==> src/rtl/pattern_det.sv <==
// pattern_det: programmable serial bit-pattern detector with registered match pulse.
// Define PATTERN_DET_COUNT_EN to add the saturating match_count register.
module pattern_det #(
    parameter int MAX_LEN = 8,
    parameter int LEN_W   = $clog2(MAX_LEN + 1),
    parameter int CNT_W   = 16
) (
    input  logic               clk,
    input  logic               rst_n,
    input  logic               cfg_we,
    input  logic [MAX_LEN-1:0] cfg_pattern,
    input  logic [LEN_W-1:0]   cfg_len,
    input  logic               cfg_overlap,
    input  logic               din_valid,
    input  logic               din,
    output logic               detected,
    output logic               busy,
    output logic [CNT_W-1:0]   match_count
);
    typedef enum logic [1:0] {UNCFG, FILL, HUNT} state_t;
    state_t state, state_n;
    logic [MAX_LEN-1:0] hist, hist_n, hist_sh, pat_r, mask;
    logic [LEN_W-1:0] fill, fill_n, len_r;
    logic [LEN_W:0] fill_inc;
    logic overlap_r, detected_n, match;
    assign hist_sh  = {hist[MAX_LEN-2:0], din};
    assign fill_inc = {1'b0, fill} + (LEN_W + 1)'(1);
    // shifting past MAX_LEN yields zero, so the mask saturates to all ones
    assign mask     = ~({MAX_LEN{1'b1}} << len_r);
    assign match    = fill_inc >= {1'b0, len_r} && len_r >= LEN_W'(2) &&
                      ((hist_sh ^ pat_r) & mask) == '0;
    assign busy     = state != UNCFG && fill != '0;
    always_comb begin
        state_n    = state;
        hist_n     = hist;
        fill_n     = fill;
        detected_n = 1'b0;
        if (cfg_we) begin
            state_n = FILL;
            hist_n  = '0;
            fill_n  = '0;
        end else if (din_valid && state != UNCFG) begin
            hist_n     = hist_sh;
            fill_n     = fill_inc > (LEN_W + 1)'(MAX_LEN) ? LEN_W'(MAX_LEN) : fill_inc[LEN_W-1:0];
            detected_n = match;
            if (match && !overlap_r) begin
                hist_n = '0;
                fill_n = '0;
            end
            state_n = fill_n >= len_r ? HUNT : FILL;
        end
    end
    always_ff @(posedge clk or negedge rst_n) begin
        if (!rst_n) begin
            state    <= UNCFG;
            hist     <= '0;
            fill     <= '0;
            detected <= 1'b0;
        end else begin
            state    <= state_n;
            hist     <= hist_n;
            fill     <= fill_n;
            detected <= detected_n;
        end
    end
    always_ff @(posedge clk or negedge rst_n) begin
        if (!rst_n) begin
            pat_r     <= '0;
            len_r     <= '0;
            overlap_r <= 1'b0;
        end else if (cfg_we) begin
            pat_r     <= cfg_pattern;
            len_r     <= cfg_len > LEN_W'(MAX_LEN) ? LEN_W'(MAX_LEN) : cfg_len;
            overlap_r <= cfg_overlap;
        end
    end
`ifdef PATTERN_DET_COUNT_EN
    always_ff @(posedge clk or negedge rst_n) begin
        if (!rst_n)
            match_count <= '0;
        else if (cfg_we)
            match_count <= '0;
        else if (detected_n && match_count != '1)
            match_count <= match_count + CNT_W'(1);
    end
`else
    assign match_count = '0;
`endif
endmodule

==> config.mk <==
export PLATFORM = sky130hd
export DESIGN_NAME = pattern_det
export DESIGN_NICKNAME = d
export VERILOG_FILES = /design/src/rtl/pattern_det.sv
export SDC_FILE = /design/constraint.sdc
export NUM_CORES = 1
export LEC_CHECK = 0
export ABC_CLOCK_PERIOD_IN_PS = 2600
export BUFFER_PORTS_ARGS = -buffer_cell sky130_fd_sc_hd__buf_2
export CAP_MARGIN = 20
export CORE_MARGIN = 1.5
export CORE_UTILIZATION = 30
export CTS_CLUSTER_SIZE = 8
export DETAILED_ROUTE_END_ITERATION = 16
export PLACE_DENSITY_LB_ADDON = 0.1
export SLEW_MARGIN = 20
export SYNTH_ARGS = -nofsm -noshare
export SYNTH_HDL_FRONTEND = slang
export SYNTH_SLANG_ARGS = --single-unit
==> constraint.sdc <==
create_clock -name clk -period 2.6 [get_ports clk]
set_clock_uncertainty 0.05 [all_clocks]
set_input_delay 0.26 -clock clk [delete_from_list [all_inputs] [get_ports clk]]
set_output_delay 0.26 -clock clk [all_outputs]
set_load 0.02 [all_outputs]
Yosys cells after proc, flatten, opt, wreduce, memory -nomap -nowiden
Cells that the tools add are included.
{"block": "op_classes", "reduce_logical": 10, "n_addsub": 1, "muxes": 15, "magnitude_cmp": 5, "n_bitwise": 3, "n_shift": 1}
{"cell": "two-way mux 4 bit", "count": 7}
{"cell": "two-way mux 7 bit", "count": 3}
{"cell": "AND 8 bit", "count": 1}
{"cell": "logical NOT 8 bit", "count": 1}
{"cell": "NOT 8 bit", "count": 1}
{"cell": "<< shifter 8 x 4 -> 8 bit (first input constant)", "count": 1}
{"cell": "XOR 8 bit", "count": 1}
{"cell": "two-way mux 2 bit", "count": 3}
{"cell": "adder 4 x 1 -> 5 bit (second input constant)", "count": 1}
{"cell": "greater-or-equal comparator 5 x 4 -> 1 bit", "count": 1}
{"cell": "> comparator 5 x 4 -> 1 bit (second input constant)", "count": 1}
{"cell": "logical AND 1 bit", "count": 5}
{"cell": "greater-or-equal comparator 4 x 2 -> 1 bit (second input constant)", "count": 1}
{"cell": "greater-or-equal comparator 4 bit", "count": 1}
{"cell": "> comparator 4 bit (second input constant)", "count": 1}
{"cell": "nonzero test 2 bit", "count": 2}
{"cell": "nonzero test 4 bit", "count": 1}
{"cell": "two-way mux 1 bit", "count": 2}
{"cell": "logical NOT 1 bit", "count": 1}
{"block": "word_totals", "wordCells": 42, "reg_bits": 27}

Depth between registers and ports, before layout
{"block": "depth", "depth_word": 13, "depth_mapped": 16, "ltp_nobuf": 14}

Worst setup path before layout
OpenSTA, ideal clock, no wires.
{"block": "synth_path", "kind": "flip-flop to flip-flop", "from": "register fill[2]", "to": "register state[1]", "t_arrival_ns": 2.669, "path_slack_ns": -0.238, "stages_incl_launch_ff": 16, "n_path_buf": 2, "t_required_ns": 2.431, "cell_sequence": "dfrtp_1 clkbuf_1 nand3_1 xnor2_1 ha_1 o21ai_0 o21ai_1 nand4b_4 buf_6 and3_1 ha_1 a21oi_1 nor2b_1 o21ai_0 a21oi_1 o21a_1"}
{"block": "synth_between", "elab_chain_len": 12}
{"element": "from (decl)", "line_no": "23", "text": "logic [LEN_W-1:0] fill, fill_n, len_r;"}
{"element": "from (signal assigned)", "line_no": "62", "text": "fill <= fill_n;"}
{"element": "adder 4 x 1 -> 5 bit (*)", "line_no": "27", "text": "assign fill_inc = {1'b0, fill} + (LEN_W + 1)'(1);"}
{"element": "greater-or-equal comparator 5 x 4 -> 1 bit", "line_no": "30", "text": "assign match = fill_inc >= {1'b0, len_r} && len_r >= LEN_W'(2) &&"}
{"element": "logical AND 1 bit (2 in series)", "line_no": "30"}
{"element": "logical AND 1 bit", "line_no": "46", "text": "if (match && !overlap_r) begin"}
{"element": "two-way mux 4 bit (*)", "line_no": "46"}
{"element": "two-way mux 4 bit (*)", "line_no": "42", "text": "end else if (din_valid && state != UNCFG) begin"}
{"element": "two-way mux 4 bit (*)", "line_no": "38", "text": "if (cfg_we) begin"}
{"element": "greater-or-equal comparator 4 bit (*)", "line_no": "50", "text": "state_n = fill_n >= len_r ? HUNT : FILL;"}
{"element": "two-way mux 2 bit (*)", "line_no": "50"}
{"element": "two-way mux 2 bit (*)", "line_no": "42"}
{"element": "two-way mux 2 bit (*)", "line_no": "38"}
{"element": "to (signal assigned)", "line_no": "60", "text": "state <= state_n;"}
{"element": "to (decl)", "line_no": "21", "text": "state_t state, state_n;"}
Mark *: on every way between the ends. The rest lies on a longest branch, timed or not. The select of a mux whose other input is x is not followed.
A chain may end at the register's enable or synchronous reset.

Worst setup path in the final report
{"block": "layout_path", "from": "register fill[0]", "to": "register state[1]"}
Same word-level chain as after synthesis.

==> results.ini <==
[run_status]
status = completed

[place]
hpwl_um = 2730
gp_congestion = 0.820
dp_slack_ps = -72.0
io_buffers = 19
dp.cells = 270

[synth]
synthFlopType = dfrtp_1
synth-edff-count = 0
ys_types = 35
async_reset_ff_share_pct = 100
synth_cells = 177
ys_warn_count = 0
ys_seq_area_share_pct = 40.0
syn_area_sq_um = 1690
syn_area_per_cell_sq_um = 9.55
ys_ff_latch = 27

[finish]
drive_gt1_share_pct = 35.1
fin_cells = 280
final_common_cell = dfrtp_1
nets = 237
fill_cells = 587
synthToLayoutAreaGrowth_pct = 23.5
layout_common_cells = 23 x dfrtp_1, 19 x buf_2, 16 x conb_1
diodes = 0

[grt]
grt_pass1_vias = 1281
grt_pass1_wl_um = 6160
grt_antenna_before_repair = 0
grt_usage_pct = 13.0
grt_max_degree = 31
grt_overflow_total = 0

[clock_tree]
root_buffer = clkbuf_8
numCtsBuffers = 3
clock_latency_ps = 280
clk_pin_slew_ps = 90
cts.path.max_buffers = 2
cts_tree = built
htree_levels = 1
clock-sinks = 27

[floorplan]
core_area_sq_um = 5470
io_pins = 36
placementRows = 27
dieArea_sq_um = 6090
die_y_um = 78.1
dieWidth_um = 78.1
initial_core_util_pct = 30.9

[drt]
wl_um = 3690
wl_per_cell_um = 13.2
ant_nets = 0
viasPerCell = 4.63
drc = 0
drt_first_pass_iters = 4
drtIter0Drc = 28
dr_total_vias = 1297

[flow_run]
maxCapViolations = 0

[timing]
min_period_over_period_pct = 99.9
hold_viol_final = 0
finalSetupViolCount = 0
fin_setup_tns_ps = 0
rsz0062_at_grt = yes
tightest_slew_ps = 847
fin_ws_ps = 2.06
fmax_mhz = 385
maxSlewViolCount = 0
max_slew_margin_pct = 43.4
whs_ps = 114
final.min_clock_period_ps = 2600

[power]
power_uw = 988
ir_drop_v = 0.000319
p_per_area_nw_per_um2 = 473
p_leak_uw = 0.000915

[critical_path]
crit_type = reg -> reg
cp-end-kind = flop
cp.required_ps = 2720
cp_max_fo = 5
cp-start-kind = flop
worstPathArrival_ps = 2720

[hold_path]
min_path_type = in -> reg

path summary, 6_finish.rpt:
path	depth (start not counted)	end	slack (ps)	from
worst min register to register	1	state[1]$_DFFE_PN0P_	490	state[1]$_DFFE_PN0P_
min in group asynchronous	2	hist[4]$_DFFE_PN0P_	470	rst_n
max in group asynchronous	2	fill[1]$_DFFE_PN0P_	1590	rst_n
worst min-delay path	2	state[0]$_DFFE_PN0P_	110	din_valid
worst max register to register	14	state[1]$_DFFE_PN0P_	2	fill[0]$_DFFE_PN0P_
worst max-delay path	14	state[1]$_DFFE_PN0P_	2	fill[0]$_DFFE_PN0P_
cells in the mapped netlist, types with 5 or more instances:
master,instances,share of area [%]
ha_1,10,7.4
xor2_1,5,2.6
a21oi_1,16,4.7
xnor2_1,6,3.1
buf_4,16,7.1
dfrtp_1,27,40
clkbuf_1,6,1.3
o21ai_0,9,2.7
nand2_1,14,3.1
inv_1,8,1.8
nand3_1,11,3.3
mux2_2,9,6.0
nor2_1,7,1.6
critical path, cell delays in order (launching register included):
cell and delay (ps):
dfrtp_2 470, ha_4 190, xor2_2 150, ha_1 300, o21ai_2 50, o21ai_2 180, nand4b_4 150, nand2_2 120
ha_4 190, nand2b_4 130, a21oi_2 120, nor2b_1 50, o21ai_1 140, a21oi_2 70, o21a_1 130
cell families (layout without fill, tap and decap cells):
| kind of cell | count (synthesis) | after routing | share of synthesized area [%] |
|---|---|---|---|
| other | 1 | 16 | 0.222 |
| muxes | 10 | 10 | 6.59 |
| DFF | 27 | 27 | 40.0 |
| AOI/OAI and AO/OA | 37 | 37 | 13.6 |
| adders and majority gates | 10 | 10 | 7.40 |
| xor gates and xnor gates | 11 | 11 | 5.70 |
| and+or+nand+nor | 49 | 49 | 15.4 |
| buffers and inverters | 32 | 48 | 11.1 |
per-stage QoR:
step	area [sq um]	util, %
5_1_grt	2090	38.2
6_report	2090	38.2
3_3_place_gp	1930	35.3
4_1_cts	2070	37.9
2_1_floorplan	1820	-
3_5_place_dp	1930	35.3
registers in the layout, indices dropped and copies added, names as in the netlist:
signal	count
pat_r	8
hist	7
fill	4
len_r	4
state	2
detected	1
overlap_r	1
area by class of cell:
type	count	area [sq um]	share of cell area, %
multi-input cells	133	1010	48.5
flip-flops and latches	27	681	32.6
well taps	72	90.1	4.31
inverters	8	30.0	1.44
clock buffers	4	45.0	2.16
repair buffers	36	229	11.0
layer usage:
layer  vias up  wire, um  GRT usage [%]
met1       615      1610           15.9
met2        39      1880           23.0
met3         7       141           2.33
met4         0        55           4.46
li1        636         -              -
met5         -         0              0
timing repair:
item | in CTS | in global routing
resized for setup | 8 | 3
setup buffers | 4 | 1
endpoints found under the setup margin | 2 | 2
pin swaps | 11 | 2
hold endpoints to repair | 27 | 0
hold buffers | 1 | 0
where the power goes:
| part | internal [uW] | leakage, uW | total, uW | switching [uW] |
|---|---|---|---|---|
| Sequential | 448 | 0.000339 | 479 | 30.9 |
| Combinational | 126 | 0.000552 | 267 | 141 |
| Clock | 110 | 0.0000228 | 242 | 132 |
| Total | 684 | 0.000915 | 988 | 304 |
No activity file was read; power rests on OpenSTA's default activity.
